--- config.mk ---
export PLATFORM = sky130hd
export DESIGN_NAME = up5k_clk_rst_led_flat
export DESIGN_NICKNAME = d
export VERILOG_FILES = /design/src/rtl/up5k_clk_rst_led_if.sv /design/src/rtl/up5k_clk_rst_led.sv /design/src/flat_wrapper.sv
export SDC_FILE = /design/constraint.sdc
export NUM_CORES = 1
export LEC_CHECK = 0
export ABC_AREA = 1
export CAP_MARGIN = 20
export CORE_MARGIN = 1.5
export CORE_UTILIZATION = 48
export DETAILED_ROUTE_END_ITERATION = 16
export PLACE_DENSITY_LB_ADDON = 0.25
export SLEW_MARGIN = 20
export SYNTH_ARGS = -nofsm -noshare
export SYNTH_HDL_FRONTEND = slang
export SYNTH_SLANG_ARGS = --single-unit
export TNS_END_PERCENT = 10
--- constraint.sdc ---
create_clock -name clk -period 3.5 [get_ports clk]
set_input_delay 0.35 -clock clk [delete_from_list [all_inputs] [get_ports clk]]
set_output_delay 0.35 -clock clk [all_outputs]
set_load 0.1 [all_outputs]
--- src/rtl/up5k_clk_rst_led_if.sv ---
// LED control bundle between the GPIO/enable source and the RGB sink-driver model.
interface up5k_clk_rst_led_if;
  logic             curren;
  logic             rgbleden;
  logic [2:0]       gpio_led;
  logic [2:0]       rgb_n;
  logic [2:0][3:0]  led_ma;

  modport master (
    output curren, rgbleden, gpio_led,
    input  rgb_n, led_ma
  );

  modport slave (
    input  curren, rgbleden, gpio_led,
    output rgb_n, led_ma
  );
endinterface

--- src/rtl/up5k_clk_rst_led.sv ---
// UP5K system control: 48 MHz -> system clock divider, power-on reset stretcher,
// and a digital model of the RGB LED sink driver.
module up5k_clk_rst_led #(
  parameter int unsigned DIV_MODE     = 0,
  parameter logic [7:0]  RST_CNT_MAX  = 8'hFF,
  parameter int unsigned CURRENT_MODE = 1,
  parameter logic [5:0]  RGB0_CURRENT = 6'b000111,
  parameter logic [5:0]  RGB1_CURRENT = 6'b000111,
  parameter logic [5:0]  RGB2_CURRENT = 6'b000111
) (
  input  logic                 clk,
  input  logic                 reset,
  output logic                 sys_clk,
  output logic                 sys_clk_en,
  output logic                 sys_reset,
  up5k_clk_rst_led_if.slave    led
);

  // CURRENT_MODE only scales the unit of led_ma (0.5 mA vs 1 mA); no logic depends on it.
  if (DIV_MODE > 1) begin : g_bad_div_mode
    $error("DIV_MODE must be 0 or 1");
  end
  if (CURRENT_MODE > 1) begin : g_bad_current_mode
    $error("CURRENT_MODE must be 0 or 1");
  end

  localparam logic [2:0][5:0] RGB_CURRENT = {RGB2_CURRENT, RGB1_CURRENT, RGB0_CURRENT};

  logic [1:0] cnt;
  logic [1:0] cnt_next;
  logic       sys_clk_next;
  logic       tick;
  logic [7:0] rst_cnt;
  logic [2:0] lit;

  always_comb begin
    cnt_next     = cnt + 2'd1;
    sys_clk_next = 1'b0;
    tick         = 1'b0;
    if (DIV_MODE == 0) begin
      if (cnt == 2'd2) begin
        cnt_next     = '0;
        sys_clk_next = 1'b1;
      end
      tick = sys_clk_next;
    end else begin
      sys_clk_next = cnt_next[1];
      tick         = sys_clk_next & ~sys_clk;
    end
  end

  always_ff @(posedge clk) begin
    if (reset) begin
      cnt        <= '0;
      sys_clk    <= 1'b0;
      sys_clk_en <= 1'b0;
    end else begin
      cnt        <= cnt_next;
      sys_clk    <= sys_clk_next;
      sys_clk_en <= tick;
    end
  end

  // Stretcher advances on the same edge that raises sys_clk_en, so tick N lands on edge 3N (mode 0).
  always_ff @(posedge clk) begin
    if (reset) begin
      rst_cnt   <= '0;
      sys_reset <= 1'b1;
    end else if (tick) begin
      if (rst_cnt != RST_CNT_MAX) begin
        rst_cnt   <= rst_cnt + 8'd1;
        sys_reset <= 1'b1;
      end else begin
        sys_reset <= 1'b0;
      end
    end
  end

  always_comb begin
    lit = '0;
    for (int unsigned i = 0; i < 3; i++) begin
      lit[i] = led.curren & led.rgbleden & ~led.gpio_led[i] & (RGB_CURRENT[i] != '0);
    end
  end

  always_ff @(posedge clk) begin
    if (reset) begin
      led.rgb_n  <= '1;
      led.led_ma <= '0;
    end else begin
      led.rgb_n <= ~lit;
      for (int unsigned i = 0; i < 3; i++) begin
        led.led_ma[i] <= lit[i] ? 4'($countones(RGB_CURRENT[i])) : 4'd0;
      end
    end
  end

endmodule

--- src/flat_wrapper.sv ---
// flat-port wrapper written by rule: the top's interface ports become plain ports
module up5k_clk_rst_led_flat 
#(
  parameter int unsigned DIV_MODE     = 0,
  parameter logic [7:0]  RST_CNT_MAX  = 8'hFF,
  parameter int unsigned CURRENT_MODE = 1,
  parameter logic [5:0]  RGB0_CURRENT = 6'b000111,
  parameter logic [5:0]  RGB1_CURRENT = 6'b000111,
  parameter logic [5:0]  RGB2_CURRENT = 6'b000111
)
  (clk, reset, sys_clk, sys_clk_en, sys_reset, led_curren, led_rgbleden, led_gpio_led, led_rgb_n, led_led_ma);
  up5k_clk_rst_led_if led_i ();
  input  logic clk;
  input  logic reset;
  output logic sys_clk;
  output logic sys_clk_en;
  output logic sys_reset;
  input wire logic [$bits(led_i.curren)-1:0] led_curren;
  input wire logic [$bits(led_i.rgbleden)-1:0] led_rgbleden;
  input wire logic [$bits(led_i.gpio_led)-1:0] led_gpio_led;
  output wire logic [$bits(led_i.rgb_n)-1:0] led_rgb_n;
  output wire logic [$bits(led_i.led_ma)-1:0] led_led_ma;
  assign led_i.curren = led_curren;
  assign led_i.rgbleden = led_rgbleden;
  assign led_i.gpio_led = led_gpio_led;
  assign led_rgb_n = led_i.rgb_n;
  assign led_led_ma = led_i.led_ma;
  up5k_clk_rst_led #(.DIV_MODE(DIV_MODE), .RST_CNT_MAX(RST_CNT_MAX), .CURRENT_MODE(CURRENT_MODE), .RGB0_CURRENT(RGB0_CURRENT), .RGB1_CURRENT(RGB1_CURRENT), .RGB2_CURRENT(RGB2_CURRENT)) u_core (.clk(clk), .reset(reset), .sys_clk(sys_clk), .sys_clk_en(sys_clk_en), .sys_reset(sys_reset), .led(led_i));
endmodule
==> impl_results.md <==
- Worst-Skew Late Latency: around 0.28 ns
- Largest net degree at the start of global routing: 12
- Final Wtd Congestion: between 0.7 and 0.8
- # rows: 14
- Synthesized flop and latch total: 18
- Fin crit period: 2.12 ns
- DR WL/cell: ~9.3 microns
- Post-DRT Antenna Nets: 0
- Critical-path cell list: clkdlybuf4s50_1
- Clock tree root buffer cell: clkbuf_4
- Commonest non-fill, non-tap cells in the layout: clkdlybuf4s50_1 (18), dfxtp_1 (18), nand2_1 (17), nor2_1 (16), inv_1 (13)
- H-tree levels: 1
- Fin. Hold Viols: 0
- Critical path fanouts, max: 2
- Post-CTS sizing: 0
- Cell count after synthesis: slightly above 100
- Top post-synthesis cells by area: dfxtp_1 (45%), buf_4 (10%), nand2_1 (7.9%)
- WHS Endpoint: u_core.cnt[0]$_SDFF_PP0_
- Post-synthesis cell type count: 17
- Pwr/cell area: about 490 nW/um^2
- Combinational Power Share: 0.271
- CTS tree: yes
- Die W: ~44 microns
- First-pass GRT wire length: about 2200 microns
- Initial DRC Count: 16
- Hold path depth: 1
- Warnings, synthesis: 0
- Die Span Y: 44.0 microns
- Core area: approximately 1500 sq um
- Gr usage total: 0.150
- Sequential power share: 0.470
- Ant. Diodes: 0
- CP endpoint kind: primary output
- Area Growth Syn to Fin: 20.0%
- Largest stage delay on the critical path: ~1.1 ns
- Cell area after layout: slightly below 1000 sq um
- Peak Freq: ~470 MHz
- Total Power: around 0.47 mW
- Switching power: approximately 0.17 mW
- DPL Wire Length: 944 microns
- Status: complete, no violations
- Final Util: 0.629
- Fillers: ~140
- Seq/Total Area, Yosys: 0.446
- Pins Over Slew Limit: 0
- Clock Power Share: 0.259
- Startpoint types: register
- Post-Syn Area: around 810 sq um
- Area of the multi-input gates: roughly 320 sq um
- Synth area leader: dfxtp_1
- Grt ovf: 0
- Vias in the first global route: between 500 and 600
- Synthesized area per cell: slightly below 8 sq um
- Worst Skew: between 0.003 and 0.004 ns
- Reg-to-Reg Start: u_core.cnt[0]$_SDFF_PP0_
- WP data required: approximately 3.2 ns
- Relative slew slack: 0.349
- Max-cap violations: 0
- Worst EP arrival: 1.77 ns
- Final setup fails: 0
- Hold WC Path Type: reg2reg
- Switching Share: 0.350
- Worst Path Buf+Inv: 1
- Worst slack, placed: between 1.5 and 2 ns
- # DRC: 0
- Leakage: just over 0.4 nW
- Post-CTS Hold Buffers: 0
- R2R cell count: 7
- Routed wire length: about 1200 microns
- Worst reg2reg setup slack: ~2 ns
- Placed inst area: around 930 sq um
- Drt pass-1 iters: 6
- Storage cell area: approximately 360 sq um
- NumNets Final: ~130
- CTS Sinks: 18
- Buffers inserted by post-CTS timing repair: 0
- Starting density of the core: 0.524
- Setup_tns: 0 ns
- Number of top-level pins: 25
- Share of cells above drive strength 1: 0.102
- R2R Path End: u_core.rst_cnt[4]$_SDFFE_PP0P_
- Hold wc startpoint: u_core.cnt[0]$_SDFF_PP0_
- Die area: between 1500 and 2000 sq um
- Clock transition at the registers of the reported paths: around 0.10 ns
- CP max stage cell: clkdlybuf4s50_1
- RSZ-0062 raised after global routing: no
- Vias per cell: around 4.7
- Num CTS Buffers: 3
- Synth top area share: 0.446
- Final WS setup: 1.38 ns
- CTS Buffer Depth: 2
- VDD IR max: roughly 0.26 mV
- Slew @ Worst Pin: 0.974 ns
- Initial antenna violation count: 0
- Detailed-route via count: approximately 630
- Crit share post-route: 0.606
- Critical path's top delay family: buffers and inverters
- Port Buf Inserts: 18
- WS Path Type: reg2out
- Int Pwr: a little over 0.3 mW
-- cells in the mapped netlist --
cell	instances
nand2_4	2
nor2_1	16
nor2_4	1
dfxtp_1	18
ha_1	2
conb_1	1
inv_1	13
nor3_1	4
a21oi_1	6
nand2_2	3
a31oi_1	1
nand3_2	1
buf_6	1
a21oi_2	1
nand2_1	17
nand3_1	5
buf_4	11
-- registers in the layout (all words and copies together) (netlist names) --
signal / flops
u_core.cnt: 2
u_core.led.led_ma: 3
u_core.led.rgb_n: 3
u_core.rst_cnt: 8
u_core.sys_clk: 1
u_core.sys_reset: 1
-- logic make-up (layout without fill, tap and decap cells) --
family	count (synthesis)	in the layout	synth area share
compound gates	8	8	0.0557
fa+ha+maj	2	2	0.0310
buf+inv	25	35	0.176
flops	18	18	0.446
other cells	1	6	0.00464
simple gates	49	49	0.286
-- metal layers --
metal  vias to the layer above  GRT usage  wire length [microns]
met5                         -          0                      0
met4                         0     0.0909                      9
met3                         2     0.0327                    111
met2                        29      0.259                    581
met1                       267      0.167                    541
li1                        330          -                      -
-- how the worst max path moves through the flow --
stage	start	endpoint	slack [ns]	cells after the start
after floorplan	u_core.led.led_ma[0]$_SDFF_PP0_	led_led_ma[1]	1.79	1
after global routing	u_core.led.led_ma[0]$_SDFF_PP0_	led_led_ma[0]	1.33	1
final	u_core.led.led_ma[0]$_SDFF_PP0_	led_led_ma[1]	1.38	1
after CTS	u_core.led.led_ma[0]$_SDFF_PP0_	led_led_ma[1]	1.36	1
after global placement	u_core.led.led_ma[0]$_SDFF_PP0_	led_led_ma[1]	1.71	1
after detailed placement	u_core.led.led_ma[8]$_SDFF_PP0_	led_led_ma[8]	1.70	1
-- stage by stage --
step	std cells	hold WS, ns
6_report	134	0.423
5_1_grt	134	0.447
4_1_cts	134	0.429
3_5_place_dp	130	0.414
3_3_place_gp	130	0.401
2_1_floorplan	108	0.390
-- final cells by class --
type / count / share of cell area
Timing Repair Buffer: 18 / 0.186
Sequential cell: 18 / 0.372
Inverter: 13 / 0.0503
Clock buffer: 4 / 0.0374
Tap cell: 16 / 0.0206
Multi-Input combinational cell: 65 / 0.334
-- power groups by stage --
stage | combinational (mW) | sequential (mW) | clock, mW
after global placement | 0.128 | 0.227 | 0
after detailed placement | 0.129 | 0.228 | 0
final | 0.129 | 0.223 | 0.123
after global routing | 0.136 | 0.224 | 0.135
after CTS | 0.130 | 0.223 | 0.130
after floorplan | 0.0785 | 0.262 | 0
No activity file was read; power rests on OpenSTA's default activity.
